File: src/rtl/multicycle_ctrl_fsm.sv
// Moore control FSM sequencing one instruction through fetch/decode/execute/memory/writeback.
// Define FPU_WDOG_EN to add the FPUWAIT watchdog (FPU_WDOG_CYCLES) and the sticky FpuErr flag.
module multicycle_ctrl_fsm #(
  parameter int FPU_WDOG_CYCLES = 64
) (
  input  logic       clk,
  input  logic       reset,
  input  logic [1:0] Op,
  input  logic [5:0] Funct,
  input  logic       FpuDone,
  output logic       IRWrite,
  output logic       NextPC,
  output logic       RegW,
  output logic       MemW,
  output logic       Branch,
  output logic       AdrSrc,
  output logic       ALUSrcA,
  output logic [1:0] ALUSrcB,
  output logic [1:0] ResultSrc,
  output logic       ALUOp,
  output logic       FPUOp,
  output logic       FPUStart,
  output logic       FpuErr,
  output logic [3:0] State
);

  localparam logic [3:0] S_FETCH    = 4'd0;
  localparam logic [3:0] S_DECODE   = 4'd1;
  localparam logic [3:0] S_MEMADR   = 4'd2;
  localparam logic [3:0] S_MEMRD    = 4'd3;
  localparam logic [3:0] S_MEMWB    = 4'd4;
  localparam logic [3:0] S_MEMWR    = 4'd5;
  localparam logic [3:0] S_EXECUTER = 4'd6;
  localparam logic [3:0] S_EXECUTEI = 4'd7;
  localparam logic [3:0] S_ALUWB    = 4'd8;
  localparam logic [3:0] S_BRANCH   = 4'd9;
  localparam logic [3:0] S_FPUSTART = 4'd10;
  localparam logic [3:0] S_FPUWAIT  = 4'd11;
  localparam logic [3:0] S_FPUWB    = 4'd12;

  if ((FPU_WDOG_CYCLES < 2) || (FPU_WDOG_CYCLES > 255)) begin : g_bad_wdog_cycles
    $error("FPU_WDOG_CYCLES must lie in 2..255");
  end

  logic [3:0] state_reg;
  logic [3:0] state_next;
  logic       wdog_timeout;

  // Funct[4:1] belong to the ALU/FPU decode beside this block, not to sequencing.
  logic unused_funct;
  assign unused_funct = ^Funct[4:1];

  always_ff @(posedge clk or negedge reset) begin
    if (!reset) begin
      state_reg <= S_FETCH;
    end else begin
      state_reg <= state_next;
    end
  end

  always_comb begin
    state_next = S_FETCH;
    case (state_reg)
      S_FETCH:    state_next = S_DECODE;
      S_DECODE: begin
        case (Op)
          2'b00:   state_next = Funct[5] ? S_EXECUTEI : S_EXECUTER;
          2'b01:   state_next = S_MEMADR;
          2'b10:   state_next = S_BRANCH;
          default: state_next = S_FPUSTART;
        endcase
      end
      S_MEMADR:   state_next = Funct[0] ? S_MEMRD : S_MEMWR;
      S_MEMRD:    state_next = S_MEMWB;
      S_EXECUTER: state_next = S_ALUWB;
      S_EXECUTEI: state_next = S_ALUWB;
      S_FPUSTART: state_next = S_FPUWAIT;
      S_FPUWAIT: begin
        // A done arriving together with the timeout still completes normally.
        if (FpuDone) begin
          state_next = S_FPUWB;
        end else if (wdog_timeout) begin
          state_next = S_FETCH;
        end else begin
          state_next = S_FPUWAIT;
        end
      end
      default:    state_next = S_FETCH;
    endcase
  end

  logic ir_write_dec;
  logic next_pc_dec;
  logic reg_w_dec;
  logic mem_w_dec;
  logic branch_dec;
  logic fpu_start_dec;

  always_comb begin
    ir_write_dec  = 1'b0;
    next_pc_dec   = 1'b0;
    reg_w_dec     = 1'b0;
    mem_w_dec     = 1'b0;
    branch_dec    = 1'b0;
    fpu_start_dec = 1'b0;
    AdrSrc        = 1'b0;
    ALUSrcA       = 1'b0;
    ALUSrcB       = 2'b00;
    ResultSrc     = 2'b00;
    ALUOp         = 1'b0;
    FPUOp         = 1'b0;
    case (state_reg)
      S_FETCH: begin
        ir_write_dec = 1'b1;
        next_pc_dec  = 1'b1;
        ALUSrcA      = 1'b1;
        ALUSrcB      = 2'b10;
        ResultSrc    = 2'b10;
      end
      S_DECODE: begin
        ALUSrcA   = 1'b1;
        ALUSrcB   = 2'b10;
        ResultSrc = 2'b10;
      end
      S_MEMADR:   ALUSrcB = 2'b01;
      S_MEMRD:    AdrSrc = 1'b1;
      S_MEMWB: begin
        ResultSrc = 2'b01;
        reg_w_dec = 1'b1;
      end
      S_MEMWR: begin
        AdrSrc    = 1'b1;
        mem_w_dec = 1'b1;
      end
      S_EXECUTER: ALUOp = 1'b1;
      S_EXECUTEI: begin
        ALUSrcB = 2'b01;
        ALUOp   = 1'b1;
      end
      S_ALUWB:    reg_w_dec = 1'b1;
      S_BRANCH: begin
        ALUSrcB    = 2'b01;
        ResultSrc  = 2'b10;
        branch_dec = 1'b1;
      end
      S_FPUSTART: begin
        FPUOp         = 1'b1;
        fpu_start_dec = 1'b1;
      end
      S_FPUWAIT:  FPUOp = 1'b1;
      S_FPUWB: begin
        FPUOp     = 1'b1;
        ResultSrc = 2'b11;
        reg_w_dec = 1'b1;
      end
      default: begin
      end
    endcase
  end

  // Write enables are masked by the reset level itself so nothing fires between
  // assertion and the asynchronous state clear taking effect downstream.
  assign IRWrite  = ir_write_dec  & reset;
  assign NextPC   = next_pc_dec   & reset;
  assign RegW     = reg_w_dec     & reset;
  assign MemW     = mem_w_dec     & reset;
  assign Branch   = branch_dec    & reset;
  assign FPUStart = fpu_start_dec & reset;
  assign State    = state_reg;

`ifdef FPU_WDOG_EN
  localparam logic [7:0] WDOG_LAST = 8'(FPU_WDOG_CYCLES - 1);

  logic [7:0] wdog_cnt_reg;
  logic       fpu_err_reg;

  // Count equals the number of FPUWAIT cycles already completed.
  assign wdog_timeout = (state_reg == S_FPUWAIT) && !FpuDone && (wdog_cnt_reg == WDOG_LAST);

  always_ff @(posedge clk or negedge reset) begin
    if (!reset) begin
      wdog_cnt_reg <= 8'd0;
      fpu_err_reg  <= 1'b0;
    end else begin
      if (state_reg == S_FPUSTART) begin
        wdog_cnt_reg <= 8'd0;
      end else if (state_reg == S_FPUWAIT) begin
        wdog_cnt_reg <= wdog_cnt_reg + 8'd1;
      end
      if (wdog_timeout) begin
        fpu_err_reg <= 1'b1;
      end
    end
  end

  assign FpuErr = fpu_err_reg;
`else
  assign wdog_timeout = 1'b0;
  assign FpuErr       = 1'b0;
`endif

endmodule
File: config.mk
export PLATFORM = sky130hd
export DESIGN_NAME = multicycle_ctrl_fsm
export DESIGN_NICKNAME = d
export VERILOG_FILES = /design/src/rtl/multicycle_ctrl_fsm.sv
export SDC_FILE = /design/constraint.sdc
export NUM_CORES = 1
export LEC_CHECK = 0
export CORE_AREA = 2 2 39 41
export DETAILED_ROUTE_END_ITERATION = 8
export DIE_AREA = 0 0 41 43
export PLACE_DENSITY = 0.71
export SLEW_MARGIN = 20
export SYNTH_ARGS = -nofsm -noshare
export SYNTH_HDL_FRONTEND = slang
export SYNTH_SLANG_ARGS = --single-unit
File: constraint.sdc
create_clock -name clk -period 1.63 [get_ports clk]
set_input_delay 0.163 -clock clk [delete_from_list [all_inputs] [get_ports clk]]
set_output_delay 0.163 -clock clk [all_outputs]
set_load 0.005 [all_outputs]
==> flow_summary_export.csv, run 1 <==
group,metric,value,unit
cells_and_area,diodes,0,
setup_path,max_stage_delay,0.43,ns
global_route,antenna_found_initial,0,
drt,met2_length,698,um
hold_path,hp-class,"in2async",
global_route,grt_use_total,16.95,%
timing,clock_skew,0.003620,ns
synth,synthArstFlopShare,100.0,%
setup_path,worstPathArrival,1.42,ns
place,hpwl,848.3,um
setup_path,startpoint_type,"register",
synth,synthDistinctLibCells,25,
setup_path,crit_path_end_kind,"output port",
cells_and_area,largest_reg_flops,4,
floorplanning,die-area,1763,um^2
clocking,hold_buffers,0,
place,portBuffers,24,
power,power.density,1603,nW/um^2
power,power,0.001339,W
clocking,clock_tree.buffer_depth,2,
drt,wl_met1,567,um
drt,route.vias.total,528,
synth,syn_inst,55,
drt,drt_first_pass_iters,4,
cells_and_area,postLayoutCellArea,835.8,um^2
synth,yosys-top-cells-area,"dfrtp_1 (24%), buf_4 (7.2%), nor3b_1 (7.2%)",
clocking,clk_latency,0.23,ns
drt,drc,0,
setup_path,path_cells,"buf_4 > nor3b_2 > a21oi_1 > o22ai_1 > clkdlybuf4s15_1",
cells_and_area,finalNetCount,111,
floorplanning,start_util,30.29,%
synth,synth_top_area_share,23.88,%
place,place_inst,101,
synth,synth_top_area_cell,"dfrtp_1",
floorplanning,num_rows,14,
setup_path,crit_type,"reg2out",
floorplanning,io_pins,30,
floorplanning,core,1384,um^2
global_route,grt_pass1_vias,474,
floorplanning,die_w,41,um
outcome,status,"finished clean",
timing,min_period,1.585,ns
global_route,grt_pass1_wl,2007,um
drt,drt-vias-per-instance,4.632,
setup_path,cp_slowest_cell,"dfrtp_2",
synth,synthFlopType,"dfrtp_1",
drt,wl_met3,73,um
setup_path,critPathTopFamily,"flip-flops",
clocking,numCtsBuffers,3,
synth,synthesis.area,419.2,um^2
setup_path,critPathMaxFanout,5,
cells_and_area,fin_cells,114,
drt,wl,1339,um
setup_path,required,1.47,ns
synth,synth-seq-cells,4,
clocking,htree_num_levels,1,
synth,yosysSeqAreaShare,23.88,%
drt,first_iter_violations,5,
drt,top_layer_used,"met3",
job,max_cap_violations,0,
clocking,clk_pin_slew,0.04,ns
global_route,grt_max_degree,12,
synth,synth_edf_count,0,
synth,synth_fp_nets,66,
cells_and_area,drive_gt1_share,40.82,%
timing,rsz0062_at_grt,"true",
power,leakagePower,0.4043,nW
power,vdd_ir_drop_max,0.5705,mV
cells_and_area,multi_input_area,297.8,um^2
floorplanning,fp.dieH,43,um
clocking,clock-root-buffer,"clkbuf_4",
setup_path,cp_num_buf_inv,2,
clocking,cts_tree,"yes",
drt,ant_nets,0,
timing,hold_viol_final,0,
place,place_area,723.2,um^2
synth,yosys.cell_count.top_type,"nor2_1",
drt,wl_per_cell,11.75,um
place,gp_congestion,0.7495,
global_route,grt-ovfl-total,0,
timing,finalSetupViolations,0,
cells_and_area,fillerInstances,132,
timing,finalCritPeriodShare,97.21,%
clocking,clock-sinks,4,
synth,yosysWarnings,0,
synth,syn_avg_cell_area,7.621,um^2
timing,drv_slew,0,
cells_and_area,syn_to_final_growth,99.40,%
timing,fmax,0.6311,GHz
cells_and_area,regArea,105.1,um^2
[kinds of logic (layout without fill, tap and decap cells)]
logic type / Yosys count / count (layout) / synth area share (%)
xor gates and xnor gates: 2 / 2 / 4.180
other: 1 / 1 / 0.8947
buffers and inverters: 8 / 51 / 12.84
and+or+nand+nor: 29 / 29 / 39.40
AOI/OAI and AO/OA: 11 / 11 / 18.81
DFF: 4 / 4 / 23.88
[per-stage QoR]
| stage | hold WS [ns] | utilization [%] | TNS [ns] | setup slack [ns] |
|---|---|---|---|---|
| 3_3_place_gp | 0.6040 | 52.26 | -0.07530 | -0.03079 |
| 3_5_place_dp | 0.5912 | 52.26 | -0.1201 | -0.07329 |
| 4_1_cts | 0.3502 | 59.67 | -0.01213 | -0.007627 |
| 2_1_floorplan | -0.1326 | - | 0 | 0.3585 |
| 6_report | 0.3689 | 60.40 | 0 | 0.04544 |
| 5_1_grt | 0.3751 | 60.40 | -0.04691 | -0.02863 |
[repair_timing]
action                                  CTS  global route
buffers inserted                          8             2
pin swaps                                 1             2
endpoints found under the setup margin   14             7
resized for setup                        27            10
[cells in the final DEF, fill, tap and decap left out, drive strengths merged]
cell / count
a22oi: 1
a21oi: 2
nand2: 4
nor3: 4
o21ai: 3
and3: 1
nand3b: 3
a32o: 1
nor3b: 4
and2b: 3
buf: 24
xnor2: 2
clkbuf: 5
clkdlybuf4s50: 11
inv: 2
conb: 1
o22ai: 1
nor2b: 2
nor2: 6
o21a: 1
clkdlybuf4s15: 1
dlygate4sd2: 8
or2b: 1
dfrtp: 4
a221oi: 1
nand2b: 1
a21boi: 1
[worst register-to-register path, stage by stage (launching register included)]
cell     delay (ns)
dfrtp_2        0.41
and2b_1        0.22
buf_4          0.14
buf_4          0.12
buf_4          0.12
a22oi_1        0.18
o21ai_0        0.13
[power breakdown]
| group | switching [W] | internal (W) | total [W] | leakage (nW) |
|---|---|---|---|---|
| sequential | 0.0000669 | 0.000147 | 0.000214 | 0.0458 |
| combinational | 0.000394 | 0.000612 | 0.00101 | 0.345 |
| clock | 0.0000376 | 0.0000822 | 0.000120 | 0.0138 |
| total | 0.000498 | 0.000841 | 0.00134 | 0.404 |
[layer usage]
metal | GRT usage [%] | up-vias
li1 | - | 274
met1 | 18.30 | 236
met2 | 29.38 | 18
met3 | 4.712 | 0
met4 | 6.000 | 0
met5 | 0 | -
[area by class of cell]
cell class / count / share of cell area [%]
Sequential cell: 4 / 12.57
Multi-Input combinational cell: 43 / 35.63
Timing Repair Buffer: 46 / 45.81
Clock buffer: 3 / 2.695
Inverter: 2 / 0.8982
Tap cell: 16 / 2.395
[final timing paths]
| path | depth (start not counted) | from | end | slack [ns] |
|---|---|---|---|---|
| setup / recovery | 5 | State[3] | ALUSrcB[0] | 0.05 |
| hold / removal | 3 | reset | State[3] | 0.37 |
| setup reg to reg | 6 | State[1] | State[3] | 0.18 |
| hold reg to reg | 1 | State[2] | State[3] | 0.61 |
| max in group asynchronous | 3 | reset | State[1] | 1.15 |
| min in group clk | 1 | State[2] | State[3] | 0.61 |
No activity file was read; power rests on OpenSTA's default activity.
==> inputs of run 2 (changes only) <==
--- a/config.mk
+++ b/config.mk
@@ -5,10 +5,11 @@
 export SDC_FILE = /design/constraint.sdc
 export NUM_CORES = 1
 export LEC_CHECK = 0
+export ABC_AREA = 1
 export CORE_AREA = 2 2 39 41
 export DETAILED_ROUTE_END_ITERATION = 8
 export DIE_AREA = 0 0 41 43
-export PLACE_DENSITY = 0.71
+export PLACE_DENSITY = 0.69
 export SLEW_MARGIN = 20
 export SYNTH_ARGS = -nofsm -noshare
 export SYNTH_HDL_FRONTEND = slang
==> flow_summary_export.csv, run 2 <==
group,metric,value,unit
cells_and_area,syn_to_final_growth,97.47,%
place,place_inst,102,
synth,synthArstFlopShare,100.0,%
global_route,grt_use_total,17.09,%
synth,yosys.cell_count.top_type,"nand2_1",
setup_path,cp_num_buf_inv,2,
timing,hold_viol_final,0,
power,vdd_ir_drop_max,0.8419,mV
setup_path,path_cells,"inv_4 > nor2_4 > nand2_2 > nor2_1 > clkdlybuf4s50_1",
cells_and_area,final_common_cell,"nand2_1",
place,portBuffers,24,
clocking,htree_num_levels,1,
clocking,clock-root-buffer,"clkbuf_4",
floorplanning,fp.dieH,43,um
synth,synthDistinctLibCells,18,
place,gp_congestion,0.7929,
cells_and_area,drive_gt1_share,33.33,%
setup_path,crit_path_end_kind,"output port",
drt,wl,1312,um
global_route,grt_pass1_wl,2021,um
clocking,numCtsBuffers,3,
place,place_area,651.9,um^2
power,power.share.clock,9.9,%
timing,layout_setup_ws,-0.03596,ns
drt,first_iter_violations,9,
setup_path,critPathTopFamily,"buffers and inverters",
power,seqPwrFrac,15.9,%
timing,finalSetupViolations,1,
synth,yosysSeqAreaShare,25.32,%
synth,yosysWarnings,0,
synth,yosys-top-cells-area,"dfrtp_1 (25%), nand2_1 (14%), nor2_1 (9.5%)",
floorplanning,core,1384,um^2
global_route,antenna_found_initial,0,
setup_path,worstPathArrival,1.50,ns
place,hpwl,883.7,um
synth,synthesis.area,395.4,um^2
clocking,clk_pin_slew,0.04,ns
clocking,cts_tree,"yes",
setup_path,required,1.47,ns
synth,synth_commonest_cells,"nand2_1 (15), nor2_1 (10), nand3_1 (6)",
setup_path,startpoint_type,"register",
cells_and_area,fin_cells,115,
synth,syn_inst,62,
cells_and_area,diodes,0,
power,intPower,0.0007093,W
global_route,grt_max_degree,7,
outcome,violations,"setup timing",
power,leakagePower,0.4295,nW
drt,route.vias.total,523,
job,max_cap_violations,0,
floorplanning,io_pins,30,
drt,wl_per_cell,11.41,um
global_route,grt-ovfl-total,0,
drt,drc,0,
power,power_frac_comb,74.2,%
floorplanning,num_rows,14,
timing,drv_slew,0,
synth,synth_top_area_share,25.32,%
power,swShare,43.45,%
synth,synth_top_area_cell,"dfrtp_1",
synth,syn_avg_cell_area,6.377,um^2
clocking,clock_tree.buffer_depth,2,
floorplanning,die_w,41,um
cells_and_area,largest_reg_flops,4,
synth,synth_edf_count,0,
synth,synthFlopType,"dfrtp_1",
cells_and_area,fillerInstances,137,
setup_path,critPathMaxFanout,6,
floorplanning,die-area,1763,um^2
power,power.density,1606,nW/um^2
synth,synth_fp_nets,73,
floorplanning,start_util,28.57,%
timing,setup_tns,-0.03596,ns
clocking,clock-sinks,4,
timing,holdWs,0.2073,ns
global_route,grt_pass1_vias,521,
setup_path,cp_slowest_cell,"clkdlybuf4s50_1",
cells_and_area,postLayoutCellArea,780.7,um^2
hold_path,hp-class,"in2async",
setup_path,crit_type,"reg2out",
power,switching_power,0.0005450,W
timing,clock_skew,0.005660,ns
drt,drt_first_pass_iters,2,
clocking,hold_buffers,0,
drt,drt-vias-per-instance,4.548,
synth,synth-seq-cells,4,
drt,ant_nets,0,
cells_and_area,most-common-layout-cells,"nand2_1 (14), buf_4 (13), clkdlybuf4s50_1 (11)",
timing,rsz0062_at_grt,"true",
outcome,status,"finished with violations",
power,power,0.001254,W
setup_path,max_stage_delay,0.51,ns
timing,fmax,0.6003,GHz
timing,finalCritPeriodShare,102.2,%
cells_and_area,finalNetCount,112,
timing,min_period,1.666,ns
clocking,clk_latency,0.24,ns
## run 2: layout make-up
cell class                      instances  area (um^2)  area share, %
Clock buffer                            3        22.52          2.885
Inverter                                8        35.03          4.487
Multi-Input combinational cell         47        271.5          34.78
Sequential cell                         4        102.6          13.14
Tap cell                               16        20.02          2.564
Timing Repair Buffer                   37        329.1          42.15
## run 2: final timing paths
kind / cells after the start / end / from / slack (ns)
max: 5 / Branch / State[3] / -0.04
min: 2 / State[3] / reset / 0.21
max reg2reg: 5 / State[2] / State[1] / 0.54
min reg2reg: 3 / State[0] / State[0] / 0.65
max in group asynchronous: 2 / State[1] / reset / 1.31
min in group clk: 3 / State[1] / Funct[0] / 0.53
## run 2: per-layer routing
layer / up-vias / part of all wire, % / routed length (um) / GRT usage, %
met2: 21 / 55 / 717 / 27.81
met3: 0 / 6.8 / 89 / 8.377
met1: 233 / 38 / 505 / 17.10
met5: - / 0 / 0 / 0
met4: 0 / 0 / 0 / 8.000
li1: 269 / - / - / -
## run 2: stage by stage
stage                     setup WS, ns  util [%]
final                         -0.03596     56.42
after CTS                     -0.08733     54.34
after detailed placement      -0.08960     47.11
after global placement        -0.04420     47.11
after floorplan                 0.3912         -
after global routing           -0.1030     56.42
## run 2: cell families after synthesis
logic type             count (synthesis)  share of synthesized area [%]
AND/OR/NAND/NOR                       42                          52.53
buffers and inverters                 11                          14.24
AO/OA/AOI/OAI                          4                          6.960
other                                  1                         0.9485
flip-flops                             4                          25.32
## run 2: what timing repair did
item / 4_1_cts / 5_1_grt
setup buffers: 8 / 2
pin swaps: 1 / 1
setup endpoints to repair: 13 / 5
resized for setup: 21 / 8
endpoints found under the hold margin: 0 / 0
## run 2: power groups by stage
| stage | Clock, W | Combinational [W] | Sequential [W] |
|---|---|---|---|
| 2_1_floorplan | 0 | 0.000400 | 0.000184 |
| 3_3_place_gp | 0 | 0.000769 | 0.000189 |
| 4_1_cts | 0.000128 | 0.000896 | 0.000191 |
| 6_report | 0.000124 | 0.000931 | 0.000199 |
| 5_1_grt | 0.000147 | 0.00101 | 0.000204 |
| 3_5_place_dp | 0 | 0.000780 | 0.000190 |
==> inputs of run 3 (changes only) <==
--- a/config.mk
+++ b/config.mk
@@ -9,7 +9,9 @@
 export CORE_AREA = 2 2 39 41
 export DETAILED_ROUTE_END_ITERATION = 8
 export DIE_AREA = 0 0 41 43
-export PLACE_DENSITY = 0.69
+export GPL_TIMING_DRIVEN = 0
+export PLACE_DENSITY = 0.83
+export RECOVER_POWER = 50
 export SLEW_MARGIN = 20
 export SYNTH_ARGS = -nofsm -noshare
 export SYNTH_HDL_FRONTEND = slang
==> flow_summary_export.csv, run 3 (synthesized netlist as in run 2, its figures left out) <==
group,metric,value,unit
outcome,status,"finished clean",
power,power,0.001202,W
cells_and_area,finalNetCount,110,
power,power_frac_comb,74.7,%
drt,wl_met3,49,um
cells_and_area,fin_cells,113,
drt,wl_per_cell,11.29,um
timing,finalSetupViolations,0,
place,hpwl,915.2,um
floorplanning,core,1384,um^2
global_route,grt_pass1_vias,487,
clocking,htree_num_levels,1,
setup_path,max_stage_delay,0.40,ns
setup_path,startpoint_type,"register",
floorplanning,die-area,1763,um^2
timing,setup_tns,0,ns
global_route,grt_pass1_wl,2125,um
clocking,cts_tree,"yes",
setup_path,crit_path_end_kind,"output port",
drt,wl_met1,492,um
drt,route.vias.total,538,
setup_path,crit_type,"reg2out",
clocking,clk_latency,0.24,ns
timing,rsz0062_at_grt,"false",
floorplanning,num_rows,14,
job,max_cap_violations,0,
cells_and_area,final_common_cell,"nand2_1",
drt,top_layer_used,"met4",
power,vdd_ir_drop_max,0.7483,mV
global_route,grt_use_total,18.03,%
power,power.density,1573,nW/um^2
place,place_inst,102,
drt,drt-vias-per-instance,4.761,
cells_and_area,syn_to_final_growth,93.35,%
cells_and_area,diodes,0,
setup_path,r2r_slack,0.50,ns
clocking,clock-root-buffer,"clkbuf_4",
global_route,grt-ovfl-total,0,
clocking,clk_pin_slew,0.04,ns
power,seqPwrFrac,14.5,%
power,switching_power,0.0005414,W
floorplanning,start_util,28.57,%
timing,min_period,1.581,ns
setup_path,required,1.47,ns
setup_path,path_cells,"buf_4 > nor2_4 > nand2_1 > o211ai_1 > clkdlybuf4s15_1",
cells_and_area,drive_gt1_share,26.80,%
drt,drt_first_pass_iters,2,
setup_path,cp_slowest_cell,"dfrtp_2",
cells_and_area,fillerInstances,137,
setup_path,critPathMaxFanout,6,
floorplanning,fp.dieH,43,um
setup_path,worstPathArrival,1.42,ns
global_route,antenna_found_initial,0,
drt,first_iter_violations,10,
power,intPower,0.0006608,W
timing,finalCritPeriodShare,97.02,%
timing,clock_skew,0.002624,ns
clocking,clock_tree.buffer_depth,2,
place,gp_congestion,0.8408,
setup_path,r2r-end,"State[3]",
timing,fmax,0.6323,GHz
drt,ant_nets,0,
power,power.share.clock,10.8,%
global_route,grt_max_degree,10,
place,portBuffers,24,
power,swShare,45.03,%
drt,drc,0,
timing,drv_slew,0,
floorplanning,die_w,41,um
clocking,clock-sinks,4,
timing,hold_viol_final,0,
timing,holdWs,0.4695,ns
setup_path,reg2reg_depth,6,
setup_path,reg2reg_from,"State[3]",
clocking,numCtsBuffers,3,
cells_and_area,most-common-layout-cells,"nand2_1 (15), dlygate4sd2_1 (12), nor2_1 (8), buf_4 (8), clkdlybuf4s50_1 (8)",
floorplanning,io_pins,30,
drt,wl,1276,um
cells_and_area,final_util,55.24,%
power,leakagePower,0.4098,nW
drt,met2_length,700,um
hold_path,hp-class,"in2async",
cells_and_area,largest_reg_flops,4,
[run 3: cell count changes in the layout (fill, tap and decap cells not counted), moves of 2 or more]
cell and delta:
buf_4 -5, clkdlybuf4s50_1 -3, dlygate4sd2_1 +3, dlygate4sd3_1 +2, dlymetal6s2s_1 -2
[run 3: through the flow]
step	area, um^2	worst slack (ns)
floorplan	395.4	0.3912
global placement	655.6	-0.2875
detailed placement	655.6	-0.3609
CTS	754.5	0.002923
global route	764.5	0.0006425
finish	764.5	0.04852
[run 3: worst max path at each step]
stage / end / slack [ns] / cells past startpoint / from
6_report: ALUSrcB[0] / 0.05 / 5 / State[2]
5_1_grt: ALUSrcB[0] / 0.0006 / 5 / State[2]
4_1_cts: ALUOp / 0.003 / 4 / State[3]
3_5_place_dp: NextPC / -0.36 / 5 / reset
3_3_place_gp: NextPC / -0.29 / 5 / reset
2_1_floorplan: NextPC / 0.39 / 5 / State[1]
[run 3: final cells by class]
cell class              instances  area, um^2  area share [%]
flip-flops and latches          4       101.3           13.26
plain buffers                   3       26.28           3.437
inverters                       8       32.53           4.255
clock buffers                   3       22.52           2.946
multi-input cells              47       275.3           36.01
well taps                      16       20.02           2.619
repair buffers                 32       286.5           37.48
[run 3: routing by layer]
| layer | GRT usage, % | up-vias |
|---|---|---|
| met5 | 0 | - |
| met2 | 29.69 | 19 |
| met3 | 3.141 | 4 |
| li1 | - | 268 |
| met4 | 10.00 | 0 |
| met1 | 20.45 | 247 |
[run 3: worst max-delay path, delay by kind of cell (launching register included)]
| family | cells | cell delay [ns] |
|---|---|---|
| flip-flops | 1 | 0.40 |
| AO/OA/AOI/OAI | 1 | 0.13 |
| AND/OR/NAND/NOR | 2 | 0.24 |
| buffers and inverters | 2 | 0.41 |
[run 3: timing repair]
| item | 4_1_cts | 5_1_grt |
|---|---|---|
| pin swaps | 2 | 2 |
| setup buffers | 7 | 0 |
| gates resized for setup | 22 | 6 |
| hold buffers | 1 | 0 |
| endpoints found under the hold margin | 4 | 0 |
| setup endpoints to repair | 14 | 5 |
[run 3: power groups by stage]
stage	sequential [W]	clock [W]	combinational, W
finish	0.000174	0.000130	0.000898
CTS	0.000174	0.000133	0.000883
detailed placement	0.000186	0	0.000782
global placement	0.000186	0	0.000767
floorplan	0.000184	0	0.000400
global route	0.000179	0.000138	0.000985
